==> config.mk <==
export PLATFORM = sky130hd
export DESIGN_NAME = gpio_in_capture
export DESIGN_NICKNAME = d
export VERILOG_FILES = /design/src/rtl/gpio_in_pkg.sv /design/src/rtl/gpio_debounce_bit.sv /design/src/rtl/gpio_in_capture.sv
export SDC_FILE = /design/constraint.sdc
export NUM_CORES = 1
export LEC_CHECK = 0
export BUFFER_PORTS_ARGS = -buffer_cell sky130_fd_sc_hd__buf_2
export CORE_MARGIN = 2
export CORE_UTILIZATION = 50
export CTS_BUF_LIST = sky130_fd_sc_hd__clkbuf_8
export CTS_CLUSTER_SIZE = 8
export DETAILED_ROUTE_END_ITERATION = 7
export PLACE_DENSITY = 0.69
export RECOVER_POWER = 50
export SLEW_MARGIN = 5
export SYNTH_ARGS = -nofsm -noshare
export SYNTH_HDL_FRONTEND = slang
export SYNTH_SLANG_ARGS = --single-unit
export TNS_END_PERCENT = 5
==> constraint.sdc <==
create_clock -name clk_clk -period 4.3 [get_ports clk_clk]
set_input_delay 0.43 -clock clk_clk [delete_from_list [all_inputs] [get_ports clk_clk]]
set_output_delay 0.43 -clock clk_clk [all_outputs]
set_load 0.005 [all_outputs]
==> src/rtl/gpio_in_pkg.sv <==
// Shared register map and edge-mode encodings for the GPIO input capture block.
package gpio_in_pkg;

  typedef enum logic [1:0] {
    ADDR_DATA = 2'd0,
    ADDR_RAW  = 2'd1,
    ADDR_MASK = 2'd2,
    ADDR_EDGE = 2'd3
  } reg_addr_e;

  localparam int EDGE_RISING  = 0;
  localparam int EDGE_FALLING = 1;
  localparam int EDGE_ANY     = 2;

  function automatic logic edge_hit(input int mode, input logic prev, input logic cur);
    case (mode)
      EDGE_RISING:  return ~prev & cur;
      EDGE_FALLING: return prev & ~cur;
      default:      return prev ^ cur;
    endcase
  endfunction

endpackage

==> src/rtl/gpio_debounce_bit.sv <==
// One input channel: 2-flop synchronizer followed by a stable-count debouncer.
module gpio_debounce_bit #(
  parameter int DEBOUNCE_CYCLES = 50000,
  parameter bit INIT_LEVEL      = 1'b1
) (
  input  logic clk,
  input  logic srst,
  input  logic din,
  output logic sync,
  output logic deb
);

  localparam int CNT_W = $clog2(DEBOUNCE_CYCLES + 1);
  localparam logic [CNT_W-1:0] CNT_MAX = CNT_W'(DEBOUNCE_CYCLES);

  logic             meta_reg;
  logic             sync_reg;
  logic             deb_reg;
  logic [CNT_W-1:0] cnt_reg;

  always_ff @(posedge clk) begin
    if (srst) begin
      meta_reg <= INIT_LEVEL;
      sync_reg <= INIT_LEVEL;
      deb_reg  <= INIT_LEVEL;
      cnt_reg  <= '0;
    end else begin
      meta_reg <= din;
      sync_reg <= meta_reg;
      // Accept the new level only on the edge after the count has reached the limit.
      if (sync_reg != deb_reg) begin
        if (cnt_reg == CNT_MAX) begin
          deb_reg <= sync_reg;
          cnt_reg <= '0;
        end else begin
          cnt_reg <= cnt_reg + 1'b1;
        end
      end else begin
        cnt_reg <= '0;
      end
    end
  end

  assign sync = sync_reg;
  assign deb  = deb_reg;

endmodule

==> src/rtl/gpio_in_capture.sv <==
// Debounced GPIO input port with edge capture, interrupt mask and Avalon-MM slave.
module gpio_in_capture
  import gpio_in_pkg::*;
#(
  parameter int WIDTH           = 8,
  parameter int DEBOUNCE_CYCLES = 50000,
  parameter int EDGE_MODE       = 2,
  parameter bit INIT_LEVEL      = 1'b1
) (
  input  logic             clk_clk,
  input  logic             reset_reset,
  input  logic [WIDTH-1:0] gpio_in,
  input  logic [1:0]       avs_address,
  input  logic             avs_read,
  input  logic             avs_write,
  input  logic [31:0]      avs_writedata,
  output logic [31:0]      avs_readdata,
  output logic             irq
);

  logic [WIDTH-1:0] raw;
  logic [WIDTH-1:0] deb;
  logic [WIDTH-1:0] deb_d_reg;
  logic [WIDTH-1:0] mask_reg;
  logic [WIDTH-1:0] edge_reg;
  logic [WIDTH-1:0] edge_set;
  logic [WIDTH-1:0] edge_clr;
  logic [WIDTH-1:0] edge_next;
  logic [31:0]      rd_word;
  logic [31:0]      readdata_reg;
  logic             irq_reg;
  logic             unused_wdata;

  generate
    for (genvar gi = 0; gi < WIDTH; gi++) begin : g_ch
      gpio_debounce_bit #(
        .DEBOUNCE_CYCLES(DEBOUNCE_CYCLES),
        .INIT_LEVEL     (INIT_LEVEL)
      ) u_bit (
        .clk (clk_clk),
        .srst(reset_reset),
        .din (gpio_in[gi]),
        .sync(raw[gi]),
        .deb (deb[gi])
      );
      assign edge_set[gi] = edge_hit(EDGE_MODE, deb_d_reg[gi], deb[gi]);
    end
  endgenerate

  assign edge_clr     = (avs_write && avs_address == ADDR_EDGE) ? avs_writedata[WIDTH-1:0] : '0;
  // Set is OR-ed after the clear so a coincident capture survives a W1C.
  assign edge_next    = (edge_reg & ~edge_clr) | edge_set;
  assign unused_wdata = ^avs_writedata;

  always_comb begin
    rd_word = '0;
    case (reg_addr_e'(avs_address))
      ADDR_DATA: rd_word[WIDTH-1:0] = deb;
      ADDR_RAW:  rd_word[WIDTH-1:0] = raw;
      ADDR_MASK: rd_word[WIDTH-1:0] = mask_reg;
      ADDR_EDGE: rd_word[WIDTH-1:0] = edge_reg;
      default:   rd_word = '0;
    endcase
  end

  always_ff @(posedge clk_clk) begin
    if (reset_reset) begin
      deb_d_reg    <= {WIDTH{INIT_LEVEL}};
      mask_reg     <= '0;
      edge_reg     <= '0;
      readdata_reg <= '0;
      irq_reg      <= 1'b0;
    end else begin
      deb_d_reg <= deb;
      edge_reg  <= edge_next;
      irq_reg   <= |(edge_reg & mask_reg);
      if (avs_write && avs_address == ADDR_MASK) begin
        mask_reg <= avs_writedata[WIDTH-1:0];
      end
      if (avs_read) begin
        readdata_reg <= rd_word;
      end
    end
  end

  assign avs_readdata = readdata_reg;
  assign irq          = irq_reg;

endmodule

==> impl_metrics.tcl, run 1 <==
set metrics [dict create \
    die_x_um 133 \
    first_pass_iters 4 \
    cp-end-kind "flop" \
    layout_commonest_cell "dfxtp_1" \
    place.gp.congestion 0.7947 \
    dp_worst_setup_slack_ns 2.233 \
    avgRoutedWirePerCell_um 12.51 \
    cts_resized 0 \
    crit_arrival_ns 2.48 \
    hold_violations 0 \
    hold_path_depth 2 \
    drt_wl_total_mm 14.34 \
    grtUsageTotal 0.1720 \
    avgSynthCellArea_um2 9.286 \
    htreeDepth 4 \
    initial_core_util 0.5071 \
    core-area_um2 16410 \
    ir_drop_mv 0.2734 \
    grt-ovfl-total 0 \
    n_antenna_cell 0 \
    fin_tns_setup_ns 0 \
    clockBufferDepth 2 \
    period_share 0.5073 \
    grt_pass1_vias 5288 \
    fill_cells 1543 \
    switching_share 0.2254 \
    power_frac_comb 0.029 \
    run_status "finished, violations left" \
    placementRows 47 \
    synth-seq-cells 185 \
    drive_above_1_share 0.09719 \
    p_int_mw 2.245 \
    drcViolationCount 0 \
    fin_crit_ns 2.181 \
    seqPwrFrac 0.600 \
    crit_cells 3 \
    port_buffers 30 \
    start_kind "input port" \
    powerDensity_nw_per_um2 332.2 \
    grt_first_pass_wirelength_mm 24.86 \
    insertion_delay_ns 0.46 \
    path_class "in2reg" \
    syn_area_um2 8320 \
    post-dp-hpwl_mm 9.883 \
    ctsHoldBuffers 0 \
    cts_buffers 17 \
    crit_family "buffers and inverters" \
    placedInstanceArea_um2 8414 \
    fmax_mhz 458.4 \
    r2r_slack_ns 2.14 \
    post-cts-setup-buffers 0 \
    clockRootBuffer "clkbuf_8" \
    utilization 0.5318 \
    cp_slowest_cell "clkbuf_1" \
    final_cell_mix "dfxtp_1 (185), nor2_1 (163), xnor2_1 (80), nand3_1 (46), xor2_1 (43)" \
    area_growth_pct 4.872 \
    path_common_cell "clkbuf_1" \
    violations "max-capacitance violations, max-slew violations" \
    vias_per_cell 4.945 \
    finalSetupViolCount 0 \
    reg2reg_depth 4 \
    hp-class "in2reg" \
    grt_max_degree 50 \
    yosys_warnings 0 \
    whs_ns 0.1484 \
    cap_violations 1 \
    largest_reg_flops 128 \
    path_buf_inv 2 \
    ys_seq_area_frac 0.4451 \
    die_area_um2 17690 \
    cts_sinks 185 \
    p_sw_mw 0.6534 \
    io-pin-count 79 \
    grt_setup_unrepaired "false" \
    crit_path_max_fanout 49 \
    synthCells 896 \
    antenna_found_initial 2 \
    finClkSkew_ns 0.01049 \
    post-route-cell-area_um2 8726 \
    cellLeakagePower_nw 2.813 \
    cts.clk_slew.worst_paths_ns 0.09 \
    power_frac_clock 0.371 \
    worstPathCellList "clkbuf_1 -> clkbuf_1 -> a41oi_1" \
    synth_top_area_frac 0.4451 \
    synth_area_leaders "dfxtp_1 (45%), xnor2_1 (8.4%), nor2_1 (7.4%)" \
    ys_types 42 \
    fin_ws_ns 2.119 \
    nets 975 \
    max_slew_margin -0.2494 \
    drtAntennaViolNets 0 \
    yosysTopAreaCell "dfxtp_1" \
    tightest_slew_ns 1.874 \
    cp.required_ns 4.60 \
    cp_slowest_stage_delay_ns 1.32 \
    first_iter_violations 228 \
    vias 5667 \
    slew_violations 50 \
    dieHeight_um 133 \
    cts_tree "done" \
]
cell families (layout without fill, tap and decap cells):
family,count (synthesis),count (layout),share of synthesized area
and+or+nand+nor,420,420,0.2657
DFF,185,185,0.4451
xor gates and xnor gates,123,123,0.1295
buffers and inverters,96,103,0.06917
AOI/OAI and AO/OA,31,31,0.02511
muxes,24,24,0.04090
adders and majority gates,16,16,0.02406
other,1,24,0.0004507
cell usage after synthesis, drive strengths merged:
cell type  instances
nor2b              8
nor2             163
or2               25
clkbuf            13
nor4              30
a211o              8
o31ai              4
nand3b             5
xor2              43
and4               6
buf               43
mux2i             16
inv               40
nor3              19
or4b               8
nand4             36
and3               9
nand4b             4
a22oi              4
mux4               8
dfxtp            185
nand3             46
ha                16
conb               1
xnor2             80
nand2             33
or4               12
a21oi             13
or4bb              2
or3                9
o21ai              1
a41oi              1
and2               5
routing by layer:
layer,part of all wire,wire length (um),global-route usage
met2,0.46,6539,0.2691
met5,0.0017,24,0
met3,0.041,586,0.04598
met1,0.49,7072,0.2274
met4,0.0081,116,0.06631
worst paths after layout:
kind,from,to
max reg2reg,g_ch[2].u_bit.cnt_reg[8],g_ch[2].u_bit.cnt_reg[7]
min,gpio_in[4],g_ch[4].u_bit.meta_reg
min reg2reg,g_ch[6].u_bit.meta_reg,g_ch[6].u_bit.sync
max,reset_reset,irq
final cells by class:
type | count | area (um2) | share of cell area
clock buffer | 19 | 261.5 | 0.02997
timing repair buffer | 31 | 146.4 | 0.01678
multi-input combinational | 638 | 4084 | 0.4680
sequential | 185 | 3704 | 0.4244
tap | 220 | 275.3 | 0.03155
clock inverter | 13 | 105.1 | 0.01204
inverter | 40 | 150.1 | 0.01721
stage by stage:
stage,power (mW),instances
after floorplan,1.860,919
after global placement,1.865,1114
after detailed placement,1.866,1114
after CTS,2.950,1146
after global routing,3.025,1146
final,2.899,1146
power by group through the flow:
stage                     registers [mW]  logic [mW]  clock network (mW)
after floorplan                     1.78      0.0825                   0
after global routing                1.74      0.0949                1.19
final                               1.74      0.0834                1.08
after CTS                           1.74      0.0861                1.12
after detailed placement            1.78      0.0859                   0
after global placement              1.78      0.0844                   0
Power figures use the tool's default switching activity.
==> run 2, diff against run 1 <==
Clock period 4.3 ns to 2.2 ns, I/O delays scaled along.
==> impl_metrics.tcl, run 2 (same netlist as run 1, synthesis figures left out) <==
set metrics [dict create \
    initial_core_util 0.5071 \
    clockBufferDepth 2 \
    dieHeight_um 133 \
    whs_ns 0.02193 \
    core-area_um2 16410 \
    clockRootBuffer "clkbuf_8" \
    hp-class "in2reg" \
    period_share 0.8871 \
    utilization 0.5475 \
    path_class "reg2reg" \
    die_area_um2 17690 \
    cts_resized 0 \
    first_iter_violations 330 \
    grtUsageTotal 0.1717 \
    grt_pass1_vias 5449 \
    crit_path_max_fanout 16 \
    place.gp.congestion 0.8001 \
    run_status "finished, final reports clean" \
    post-dp-hpwl_mm 9.974 \
    insertion_delay_ns 0.46 \
    area_growth_pct 7.970 \
    finalSetupViolCount 0 \
    total_power_mw 5.879 \
    cap_violations 0 \
    finClkSkew_ns 0.01093 \
    ir_drop_mv 0.4235 \
    grt_setup_unrepaired "false" \
    cp-end-kind "flop" \
    fmax_mhz 512.4 \
    port_buffers 30 \
    vias 5897 \
    powerDensity_nw_per_um2 654.4 \
    cp.required_ns 2.54 \
    htreeDepth 4 \
    ctsHoldBuffers 13 \
    cts_buffers 17 \
    n_antenna_cell 0 \
    final_cell_mix "dfxtp_1 (185), nor2_1 (163), xnor2_1 (80), nand3_1 (46)" \
    cts_sinks 185 \
    vias_per_cell 5.036 \
    antenna_found_initial 0 \
    grt_first_pass_wirelength_mm 25.12 \
    cellLeakagePower_nw 2.936 \
    post-route-cell-area_um2 8984 \
    start_kind "flop" \
    max_slew_margin 0.2510 \
    drt_wl_total_mm 14.48 \
    dp_worst_setup_slack_ns 0.3499 \
    post-cts-setup-buffers 0 \
    placedInstanceArea_um2 8512 \
    die_x_um 133 \
    r2r_slack_ns 0.25 \
    cts.clk_slew.worst_paths_ns 0.09 \
    dp_cells 1127 \
    placementRows 47 \
    cts_tree "done" \
    crit_arrival_ns 2.29 \
    slew_violations 0 \
    avgRoutedWirePerCell_um 12.36 \
    grt_max_degree 29 \
    io-pin-count 79 \
    largest_reg_flops 128 \
    drive_above_1_share 0.1030 \
    fin_tns_setup_ns 0 \
    first_pass_iters 4 \
    drcViolationCount 0 \
    grt-ovfl-total 0 \
    nets 1001 \
    drtAntennaViolNets 0 \
    fin_crit_ns 1.952 \
    final_cells 1171 \
    layout_commonest_cell "dfxtp_1" \
    hold_violations 0 \
    fin_ws_ns 0.2483 \
    tightest_slew_ns 1.124 \
]
==> run 2: final timing paths <==
kind	cells past startpoint	from	endpoint
worst max-delay path	5	g_ch[4].u_bit.cnt_reg[3]	g_ch[4].u_bit.cnt_reg[4]
worst min-delay path	3	avs_writedata[5]	mask_reg[5]
worst max register to register	5	g_ch[4].u_bit.cnt_reg[3]	g_ch[4].u_bit.cnt_reg[4]
worst min register to register	1	g_ch[3].u_bit.meta_reg	g_ch[3].u_bit.sync
==> run 2: area by class of cell <==
type / count / area (um2)
inverter: 40 / 150.1
clock inverter: 9 / 97.59
timing repair buffer: 57 / 357.8
multi-input combinational: 638 / 4096
tap: 220 / 275.3
fill: 1525 / 7423
clock buffer: 22 / 302.8
sequential: 185 / 3704
==> run 2: critical path, stage by stage (launching register included) <==
cell      delay, ns
dfxtp_1        0.38
or4_4          0.56
nor4_4         0.34
or3_1          0.15
clkbuf_2       0.30
nor2_1         0.09
==> run 2: metal layers <==
layer	global-route usage	share of wire
met4	0.05078	0.0097
met1	0.2334	0.51
met3	0.04713	0.039
met2	0.2680	0.45
met5	0	0
==> run 2: where the power goes <==
group          switching [mW]  internal [mW]  leakage, nW  total [mW]
registers              0.0222           3.38         1.50        3.40
logic                   0.102         0.0884         1.22       0.190
clock network            1.14           1.14        0.215        2.29
==> run 3, diff against run 2 <==
Settings changed: SYNTH_HIERARCHICAL set to 1.
==> impl_metrics.tcl, run 3 <==
set metrics [dict create \
    run_status "finished, violations left" \
    violations "max-capacitance violations, max-slew violations" \
    syn_area_um2 8686 \
    core-area_um2 17120 \
    synthCells 880 \
    vias 5869 \
    reg2reg_depth 6 \
    whs_ns 0.03263 \
    crit_family "buffers and inverters" \
    cts_buffers 17 \
    period_share 0.7646 \
    grt_first_pass_wirelength_mm 25.41 \
    r2r_slack_ns 0.64 \
    yosys_warnings 6 \
    place.gp.congestion 0.7574 \
    cts_sinks 185 \
    cp_slowest_cell "clkbuf_1" \
    drcViolationCount 0 \
    cellLeakagePower_nw 3.334 \
    largest_reg_flops 128 \
    final_cells 1169 \
    grtUsageTotal 0.1710 \
    yosys-top-cells-count "dfxtp_1 (185), nor2_1 (168), xnor2_1 (120)" \
    path_buf_inv 1 \
    synth-seq-cells 185 \
    fin_crit_ns 1.682 \
    slew_violations 39 \
    io-pin-count 79 \
    port_buffers 30 \
    avgRoutedWirePerCell_um 12.71 \
    placementRows 48 \
    post-dp-hpwl_mm 10.10 \
    dieHeight_um 135.8 \
    tightest_slew_ns 1.645 \
    grt-ovfl-total 0 \
    clockBufferDepth 2 \
    synthArstFlopShare 0 \
    cts_tree "done" \
    synth_edf_count 0 \
    n_antenna_cell 0 \
    post-cts-setup-buffers 0 \
    drive_above_1_share 0.1960 \
    start_kind "input port" \
    drtAntennaViolNets 0 \
    final_cell_mix "dfxtp_1 (185), nor2_1 (168), xnor2_1 (120), inv_1 (56), nand3_1 (33)" \
    hold_violations 0 \
    synth_flop_cell "dfxtp_1" \
    cts.clk_slew.worst_paths_ns 0.09 \
    clockRootBuffer "clkbuf_8" \
    ys_seq_area_frac 0.4264 \
    fin_ws_ns 0.5180 \
    finClkSkew_ns 0.008543 \
    grt_setup_unrepaired "false" \
    path_class "in2reg" \
    crit_arrival_ns 2.03 \
    cap_violations 1 \
    die_area_um2 18440 \
    crit_path_max_fanout 38 \
    initial_core_util 0.5075 \
    grt_max_degree 39 \
    insertion_delay_ns 0.47 \
    avgSynthCellArea_um2 9.870 \
    dp_cells 1122 \
    yosysTopAreaCell "dfxtp_1" \
    synth_top_area_frac 0.4264 \
    worstPathCellList "clkbuf_1 -> nor2_1 -> nand2_2 -> nor2_1" \
    cp-end-kind "flop" \
    hp-class "in2reg" \
    synth.most_common_cell "dfxtp_1" \
    fmax_mhz 594.5 \
    grt_pass1_vias 5444 \
    htreeDepth 4 \
    finalSetupViolCount 0 \
    area_growth_pct 8.715 \
    powerDensity_nw_per_um2 633.8 \
    die_x_um 135.8 \
    cp_slowest_stage_delay_ns 1.16 \
    max_slew_margin -0.09683 \
    ir_drop_mv 0.4370 \
    antenna_found_initial 0 \
    nets 993 \
    synth_area_leaders "dfxtp_1 (43%), xnor2_1 (12%), nor2_1 (7.3%)" \
    vias_per_cell 5.021 \
    crit_cells 4 \
    cp.required_ns 2.55 \
    first_iter_violations 218 \
    hold_path_depth 3 \
    ys_types 35 \
    first_pass_iters 4 \
    path_common_cell "nor2_1" \
    dp_worst_setup_slack_ns 0.6839 \
    layout_commonest_cell "dfxtp_1" \
    drt_wl_total_mm 14.85 \
    fin_tns_setup_ns 0 \
]
run 3: cell types whose count changed in the layout (fill, tap and decap cells not counted), sizes merged, moves of 10 or more:
cell	previous run	this run
xor2	43	8
and4bb	0	16
buf	31	20
xnor2	80	120
or4	12	0
inv	44	57
nand4	36	24
nor2	163	184
nor4	30	40
run 3: through the flow:
step / utilization / area (um2) / power, mW
4_1_cts: 0.5542 / 9485 / 6.067
2_1_floorplan: - / 8772 / 3.625
5_1_grt: 0.5517 / 9443 / 6.231
3_3_place_gp: 0.5208 / 8914 / 3.655
6_report: 0.5517 / 9443 / 5.985
3_5_place_dp: 0.5208 / 8914 / 3.658
run 3: area by class of cell:
class / instances / area (um2)
clock buffers: 18 / 247.7
clock inverters: 14 / 173.9
fillers: 1525 / 7674
inverters: 56 / 210.2
multi-input cells: 623 / 4527
flip-flops and latches: 185 / 3704
well taps: 225 / 281.5
repair buffers: 48 / 299.0
run 3: path summary, 6_finish.rpt:
path                            startpoint                   endpoint
hold reg to reg     g_ch[6].u_bit/meta_reg         g_ch[6].u_bit/sync
setup reg to reg  g_ch[3].u_bit/cnt_reg[0]   g_ch[3].u_bit/cnt_reg[7]
setup / recovery               reset_reset  g_ch[0].u_bit/cnt_reg[12]
hold / removal            avs_writedata[1]                mask_reg[1]
run 3: per-layer routing:
metal	track usage	wire [um]
met5	0	0
met4	0.06424	225
met3	0.04676	510
met2	0.2708	6873
met1	0.2232	7244
run 3: what timing repair did:
action,4_1_cts,5_1_grt
hold buffers,15,0
hold endpoints to repair,15,0
gates resized for setup,0,0
run 3: cells by family after synthesis:
family          after synthesis  share of synthesized area
simple gates                402                     0.2999
other cells                   1                  0.0004317
mux                          24                    0.03918
buf+inv                      95                    0.06021
xor+xnor                    128                     0.1291
flops                       185                     0.4264
fa+ha+maj                    16                    0.02305
compound gates               29                    0.02175
run 3: worst reg2reg max path, cell delays in order (launching register included):
cell	delay, ns
dfxtp_1	0.42
inv_1	0.07
ha_1	0.20
and4bb_2	0.21
nand4b_1	0.18
nand2_2	0.25
nor2_1	0.17
run 3: power by group:
part           internal (mW)  switching (mW)
Clock                   1.16            1.23
Sequential              3.38          0.0223
Combinational         0.0853           0.108
Total                   4.62            1.36
